`src/rtl/mem_wb_pkg.sv`:
```
// ---------------------------------------------------------------------------
// mem_wb_pkg
// Shared types for the elastic MEM/WB stage.
//   MEM_WB_XLEN / MEM_WB_RA_W : default datapath / register-address widths
//   mem_wb_payload_t          : packed payload at the default widths
//   mem_wb_occ_e              : occupancy of the 2-entry skid buffer
// ---------------------------------------------------------------------------
package mem_wb_pkg;

    localparam int unsigned MEM_WB_XLEN = 64;
    localparam int unsigned MEM_WB_RA_W = 5;

    typedef struct packed {
        logic [MEM_WB_XLEN-1:0] read_data;
        logic [MEM_WB_XLEN-1:0] result;
        logic [MEM_WB_RA_W-1:0] rd;
        logic                   memtoreg;
        logic                   regwrite;
    } mem_wb_payload_t;

    typedef enum logic [1:0] {
        EMPTY = 2'd0,
        HALF  = 2'd1,
        FULL  = 2'd2
    } mem_wb_occ_e;

endpackage : mem_wb_pkg

```
`src/rtl/pipe_skid_slot.sv`:
```
// ---------------------------------------------------------------------------
// pipe_skid_slot
// Generic payload register with load enable and synchronous active-low clear.
//   clk_i  : rising-edge clock
//   clr_ni : synchronous clear to zero, active low (wins over load)
//   en_i   : load d_i on the next rising edge
//   d_i    : payload in
//   q_o    : registered payload
// ---------------------------------------------------------------------------
module pipe_skid_slot #(
    parameter int unsigned W = 8
) (
    input  logic         clk_i,
    input  logic         clr_ni,
    input  logic         en_i,
    input  logic [W-1:0] d_i,
    output logic [W-1:0] q_o
);

    logic [W-1:0] data_q;

    always_ff @(posedge clk_i) begin
        if (!clr_ni) begin
            data_q <= '0;
        end else if (en_i) begin
            data_q <= d_i;
        end
    end

    assign q_o = data_q;

endmodule : pipe_skid_slot

```
`src/rtl/mem_wb_elastic.sv`:
```
// ---------------------------------------------------------------------------
// mem_wb_elastic
// Elastic MEM/WB pipeline stage: valid/ready handshake with a 2-entry skid
// buffer (head + skid slot), synchronous flush, and regwrite masking for
// destination register 0.
//
// Optional macro MEM_WB_WBMUX_EN adds out_wb_data, the writeback mux
// (memtoreg ? read_data : result) driven from the head slot.
//
// Ports
//   clk, reset (sync, active low), flush (sync clear of buffered entries)
//   in_valid / in_ready   : upstream handshake
//   in_read_data, in_result, in_rd, in_memtoreg, in_regwrite : payload in
//   out_valid / out_ready : downstream handshake
//   out_read_data, out_result, out_rd, out_memtoreg, out_regwrite : head
//   out_wb_data           : (MEM_WB_WBMUX_EN only) writeback data
// ---------------------------------------------------------------------------
module mem_wb_elastic
    import mem_wb_pkg::*;
#(
    parameter int unsigned XLEN = 64,
    parameter int unsigned RA_W = 5
) (
    input  logic            clk,
    input  logic            reset,
    input  logic            flush,
    input  logic            in_valid,
    output logic            in_ready,
    input  logic [XLEN-1:0] in_read_data,
    input  logic [XLEN-1:0] in_result,
    input  logic [RA_W-1:0] in_rd,
    input  logic            in_memtoreg,
    input  logic            in_regwrite,
    output logic            out_valid,
    input  logic            out_ready,
    output logic [XLEN-1:0] out_read_data,
    output logic [XLEN-1:0] out_result,
    output logic [RA_W-1:0] out_rd,
    output logic            out_memtoreg,
`ifdef MEM_WB_WBMUX_EN
    output logic            out_regwrite,
    output logic [XLEN-1:0] out_wb_data
`else
    output logic            out_regwrite
`endif
);

    // Same field layout as mem_wb_payload_t, but sized by this instance's
    // parameters so non-default widths work.
    typedef struct packed {
        logic [XLEN-1:0] read_data;
        logic [XLEN-1:0] result;
        logic [RA_W-1:0] rd;
        logic            memtoreg;
        logic            regwrite;
    } payload_t;

    localparam int unsigned PW = $bits(payload_t);

    mem_wb_occ_e state_q, state_d;
    payload_t    in_pl, head_d, head_q, skid_q;
    logic        push, pop;
    logic        head_load, skid_load, head_from_skid;

    // Writes to x0 are architecturally discarded; mask them at entry.
    always_comb begin
        in_pl           = '0;
        in_pl.read_data = in_read_data;
        in_pl.result    = in_result;
        in_pl.rd        = in_rd;
        in_pl.memtoreg  = in_memtoreg;
        in_pl.regwrite  = in_regwrite & (in_rd != '0);
    end

    // Handshake: in_ready depends only on the state register and reset.
    assign in_ready  = (state_q != FULL) & reset;
    assign out_valid = (state_q != EMPTY);
    assign push      = in_valid & in_ready;
    assign pop       = out_valid & out_ready;

    // State register
    always_ff @(posedge clk) begin
        if (!reset) begin
            state_q <= EMPTY;
        end else begin
            state_q <= state_d;
        end
    end

    // Next-state logic
    always_comb begin
        state_d = state_q;
        if (flush) begin
            state_d = EMPTY;
        end else begin
            case (state_q)
                EMPTY:   if (push) state_d = HALF;
                HALF: begin
                    if (push && !pop)      state_d = FULL;
                    else if (!push && pop) state_d = EMPTY;
                end
                FULL:    if (pop) state_d = HALF;
                default: state_d = EMPTY;
            endcase
        end
    end

    // Output / datapath-control logic. Flush blocks every load so the
    // dropped push never reaches a slot and old payload stays in place.
    always_comb begin
        head_load      = 1'b0;
        skid_load      = 1'b0;
        head_from_skid = 1'b0;
        if (!flush) begin
            case (state_q)
                EMPTY: head_load = push;
                HALF: begin
                    if (push && pop) head_load = 1'b1;
                    else if (push)   skid_load = 1'b1;
                end
                FULL: begin
                    if (pop) begin
                        head_load      = 1'b1;
                        head_from_skid = 1'b1;
                    end
                end
                default: ;
            endcase
        end
    end

    assign head_d = head_from_skid ? skid_q : in_pl;

    pipe_skid_slot #(.W(PW)) u_head (
        .clk_i  (clk),
        .clr_ni (reset),
        .en_i   (head_load),
        .d_i    (head_d),
        .q_o    (head_q)
    );

    pipe_skid_slot #(.W(PW)) u_skid (
        .clk_i  (clk),
        .clr_ni (reset),
        .en_i   (skid_load),
        .d_i    (in_pl),
        .q_o    (skid_q)
    );

    assign out_read_data = head_q.read_data;
    assign out_result    = head_q.result;
    assign out_rd        = head_q.rd;
    assign out_memtoreg  = head_q.memtoreg;
    assign out_regwrite  = head_q.regwrite;

`ifdef MEM_WB_WBMUX_EN
    assign out_wb_data = head_q.memtoreg ? head_q.read_data : head_q.result;
`endif

endmodule : mem_wb_elastic

```
`config.mk`:
```
export PLATFORM = sky130hd
export DESIGN_NAME = mem_wb_elastic
export DESIGN_NICKNAME = d
export VERILOG_FILES = /design/src/rtl/mem_wb_pkg.sv /design/src/rtl/pipe_skid_slot.sv /design/src/rtl/mem_wb_elastic.sv
export SDC_FILE = /design/constraint.sdc
export NUM_CORES = 1
export LEC_CHECK = 0
export CORE_AREA = 2 2 192 194
export CTS_BUF_LIST = sky130_fd_sc_hd__clkbuf_2 sky130_fd_sc_hd__clkbuf_4 sky130_fd_sc_hd__clkbuf_8
export CTS_CLUSTER_SIZE = 20
export DETAILED_ROUTE_END_ITERATION = 16
export DIE_AREA = 0 0 194 196
export GPL_TIMING_DRIVEN = 0
export PLACE_DENSITY = 0.55
export SYNTH_ARGS = -nofsm -noshare
export SYNTH_HDL_FRONTEND = slang
export SYNTH_SLANG_ARGS = --single-unit
```
`constraint.sdc`:
```
create_clock -name clk -period 2.8 [get_ports clk]
set_input_delay 0.42 -clock clk [delete_from_list [all_inputs] [get_ports clk]]
set_output_delay 0.42 -clock clk [all_outputs]
set_load 0.005 [all_outputs]
```
Word level (Yosys, flattened, before mapping):

Index checks and enable logic that the tools add are counted.

* bitwise gates (word level): 5
* reduce and logical (&&, ||, !) cells: 10
* equal/unequal tests: 6
* multiplexer cells: 16

Operators by type and width (number)
* two-way mux 135 bit: 1
* two-way mux 1 bit: 9
* two-way mux 2 bit: 4
* != test 2 bit (second input constant): 3
* one-hot mux 2 bit (3 select lines): 1
* nonzero test 5 bit: 1
* AND 1 bit: 4
* logical AND 1 bit: 3
* != test 3 bit (second input constant): 1
* one-hot mux 1 bit (3 select lines): 1
* AND reduction 3 bit: 1
* equality test 2 x 1 -> 1 bit (second input constant): 1
* equality test 2 bit (second input constant): 1
* zero test 1 bit: 2
* zero test 2 bit: 1
* nonzero test 2 bit: 1
* OR reduction 2 bit: 1
* NOT 1 bit: 1

* word-level logic and storage cells: 40
* input bits: 140
* output and inout bits: 137
* bits in registers: 272

Depth between registers and ports, before layout:

* word-level depth: 8
* mapped depth: 11
* gate-level depth less buffers: 8

Hierarchy:

From an unflattened synthesis, not the netlist that was laid out.

* cells, all modules: 1045
* area, all modules: 12015.3 µm²

Modules (own cells, without submodules)
* pipe_skid_slot: area each 5092.4 µm², times used 2, cells each 435, seq. area each 2702.6 µm²
* mem_wb_elastic: area each 1830.5 µm², times used 1, cells each 175, seq. area each 40.0 µm²

Worst setup path before layout:

Ideal clock, no wire load.

* kind: input-to-reg
* from: input reset
* to: register u_head.data_q[54] (netlist: u_head.q_o[54])
* stages: 11
* slack: 0.662 ns
* arrival: 2.011 ns
* setup time: 0.128 ns
* path buffers: 4
* cell sequence: clkbuf_1 -> nand2_1 -> nor2_1 -> ha_1 -> nand2_1 -> a211oi_1 -> buf_2 -> buf_6 -> buf_6 -> mux2i_1 -> o21ai_1

* word-level cells in the longest chain between the ends: 6

RTL lines
* start: declaration: line mem_wb_elastic.sv:25 `input logic reset,`
* AND 1 bit: line mem_wb_elastic.sv:76 `assign in_ready = (state_q != FULL) & reset;`
* AND 1 bit: line mem_wb_elastic.sv:78 `assign push = in_valid & in_ready;`
* logical AND 1 bit: line mem_wb_elastic.sv:118 `if (push && pop) head_load = 1'b1;`
* two-way mux 1 bit: line mem_wb_elastic.sv:118
* one-hot mux 1 bit (3 select lines): line mem_wb_elastic.sv:115 `case (state_q)`
* two-way mux 1 bit: line mem_wb_elastic.sv:114 `if (!flush) begin`
* end signal: assignment: line pipe_skid_slot.sv:26 `data_q <= d_i;`
* end: declaration: line pipe_skid_slot.sv:20 `logic [W-1:0] data_q;`

Several ways; a longest one is shown, not always the timed one.
A chain may end at the register's enable or synchronous reset.

Worst setup path in the final report:

* from: input reset
* to: register u_head.data_q[98] (netlist: u_head.q_o[98])

Same word-level chain as after synthesis.

==> flow_summary_export.csv <==
group,metric,value,unit
logic_synthesis,ys.flop_type,"dfxtp_1",
placed_design,io_buffers,275,
clock_tree,clockBufferDepth,3,
logic_synthesis,syn-num-nets,1345,
layout,fin_cells,2037,
pwr,peakVddDrop,0.351,mV
detailed_routing,ant_nets,0,
layout,stdcell_area,15100,sq um
layout,fin_nets,1672,
clock_tree,cts_root_buf,"clkbuf_8",
setup_path,path_class,"in2reg",
pwr,p_clk_share,45.1,%
logic_synthesis,avgSynthCellArea,8.84,sq um
setup_path,path_cells,"clkdlybuf4s50_1 -> clkbuf_2 -> nand2_1 -> nor2_1 -> ha_1 -> nand2_1 -> a211oi_1 -> buf_4 -> buf_6 -> buf_6 -> mux2i_1 -> o21ai_1",
global_route,grt_overflow,0,
flow_run,cap_violations,0,
detailed_routing,wl,33.0,mm
clock_tree,insertion_delay,0.56,ns
floorplanning,die-height,196,microns
logic_synthesis,async_flop_share,0,%
layout,most-common-layout-cells,"nand2_1 (407), clkdlybuf4s50_1 (275), dfxtp_1 (272)",
detailed_routing,drt_first_pass_iters,5,
floorplanning,dieArea,38000,sq um
outcome,status,"complete, no violations",
clock_tree,cts_tree,"yes",
clock_tree,htree_levels,2,
sta,grt_setup_unrepaired,"true",
setup_path,crit_fanout,10,
pwr,p_int,6.61,mW
placed_design,dp_hpwl,23.1,mm
floorplanning,rows,70,
logic_synthesis,synth_edf_count,0,
detailed_routing,post-route-drc-count,0,
floorplanning,pin_count,277,
clock_tree,clock_sinks,272,
layout,mostFrequentLayoutCell,"nand2_1",
sta,tightest_slew,0.801,ns
floorplanning,die_x,194,microns
global_route,grt_pass1_vias,9207,
global_route,grt_usage,16.9,%
pwr,seq_power_share,46.6,%
clock_tree,cts_made_buffers,48,
detailed_routing,wire_per_inst,16.2,microns
global_route,busiest_layer,"met2",
setup_path,arrival,3.03,ns
setup_path,cp_num_buf_inv,5,
logic_synthesis,netlist_area,10600,sq um
hold_path,hold_class,"in2reg",
placed_design,dpl_cell_area,14000,sq um
global_route,grt_max_degree,12,
sta,hold_viol,0,
logic_synthesis,synth-seq-cells,272,
global_route,met1_usage,21.5,%
logic_synthesis,postSynthCellCount,1203,
layout,fin_util,41.8,%
sta,finalSetupViolCount,0,
pwr,pwr_density_cell,568,nW/um^2
logic_synthesis,synth_cell_types,32,
placed_design,finalWeightedCongestion,0.775,
global_route,antenna_found_initial,2,
setup_path,crit_slowest_cell,"clkdlybuf4s50_1",
setup_path,critPathCaptureType,"flop",
global_route,grt_pass1_wl,51.4,mm
global_route,use_met2,27.5,%
pwr,p_leak,4.99,nW
layout,fillers,3642,
sta,finalMaxSlewViolations,0,
sta,post-route-period-util,93.0,%
clock_tree,ctsHoldBuffers,0,
detailed_routing,routed_via_density,4.53,
placed_design,dp.cells,1946,
setup_path,cp-start-kind,"input pin",
clock_tree,clk_pin_slew,0.07,ns
setup_path,critical-path-top-delay-family,"buffers and inverters",
logic_synthesis,yosysSeqAreaShare,51.2,%
layout,layout-drive-gt1-share,8.37,%
setup_path,slowest_delay,0.62,ns
sta,fin_worst_skew,0.0178,ns
sta,slew_headroom,46.6,%
floorplanning,start_util,29.5,%
layout,area_growth,41.7,%
sta,fin_crit,2.60,ns
detailed_routing,dr.first_iter.drc_count,333,
pwr,swShare,22.8,%
floorplanning,core-area,36100,sq um
detailed_routing,vias,9218,
global_route,met3_usage,5.35,%
pwr,power.switching,1.95,mW
logic_synthesis,yosysWarningCount,0,
sta,fmax,384,MHz
pwr,combinationalPowerShare,8.2,%
setup_path,required,3.22,ns
-- worst register-to-register path, cell delays in order (launching register included) --
cell and delay (ns):
dfxtp_1 0.29, buf_2 0.17, or2_2 0.31, and2_1 0.17, inv_1 0.06, ha_1 0.17, nand2_1 0.12, nor3_4 0.25
buf_12 0.15, buf_4 0.15, clkbuf_1 0.39, nand2_1 0.11, a21boi_0 0.16
-- final timing paths --
check / cells past startpoint / to / startpoint / slack (ns)
worst max register to register: 12 / u_skid.q_o[67] / state_q[1] / 0.22
worst min-delay path: 3 / u_head.q_o[103] / flush / 0.32
worst min register to register: 2 / u_head.q_o[45] / u_skid.q_o[45] / 0.44
worst max-delay path: 12 / u_head.q_o[98] / reset / 0.20
-- Yosys cell counts, types with 2 or more instances --
library cell  number  area, sq um
a21boi_0         117          878
a21boi_1          17          128
a21oi_1            2         10.0
and2_1             2         12.5
buf_2             17         85.1
buf_4              9         67.6
buf_6              6         67.6
clkbuf_1          57          214
dfxtp_1          272         5450
ha_1               2         25.0
inv_1              3         11.3
mux2i_1          133         1330
nand2_1          407         1530
nand2b_1           2         12.5
nand3b_1           2         15.0
nor2_1             3         11.3
nor2b_1            2         12.5
o21ai_0           77          385
o21ai_1           60          300
-- stage by stage --
step           hold slack, ns   TNS, ns  total power, mW  worst slack (ns)
3_3_place_gp            0.430   -178.14             4.78             -1.12
5_1_grt                 0.328   -0.0125             8.93           -0.0109
4_1_cts                 0.256  -0.00320             8.71          -0.00320
3_5_place_dp            0.439   -191.02             4.78             -1.21
6_report                0.316         0             8.56             0.195
2_1_floorplan           0.425         0             4.32             0.662
-- power by group through the flow --
stage | registers, mW | clock network, mW | logic (mW)
after global routing | 4.00 | 4.18 | 0.758
final | 3.99 | 3.86 | 0.703
after detailed placement | 4.07 | 0 | 0.709
after floorplan | 4.07 | 0 | 0.245
after CTS | 3.99 | 4.01 | 0.714
after global placement | 4.07 | 0 | 0.705
-- flip-flops by register name, summed over array words and instances, names as in the netlist --
name,count
state_q,2
u_head.q_o,135
u_skid.q_o,135
-- metal layers --
layer  vias up  share of wire, %
li1       4680                 -
met5         -                 0
met4         0               2.1
met1      4238                46
met2       252                45
met3        48               7.3
-- layout make-up --
cell class | instances | area [sq um] | area share [%]
flip-flops and latches | 272 | 5450 | 36.1
multi-input cells | 839 | 4770 | 31.6
repair buffers | 278 | 2790 | 18.5
clock buffers | 81 | 1000 | 6.65
well taps | 468 | 586 | 3.88
plain buffers | 88 | 443 | 2.94
clock inverters | 5 | 25.0 | 0.166
inverters | 3 | 11.3 | 0.0747
diodes | 3 | 7.51 | 0.0498
-- logic make-up after synthesis --
| logic type | share of synthesized area [%] |
|---|---|
| mux | 12.6 |
| flops | 51.2 |
| fa+ha+maj | 0.235 |
| buf+inv | 4.19 |
| compound gates | 16.3 |
| simple gates | 15.5 |
-- repair_timing --
item / in CTS / in global routing
gates cloned: 0 / 0
pin swaps: 1 / 0
setup endpoints to repair: 134 / 191
buffers inserted: 3 / 0
gates resized for setup: 3 / 13
No activity file was read; power rests on OpenSTA's default activity.
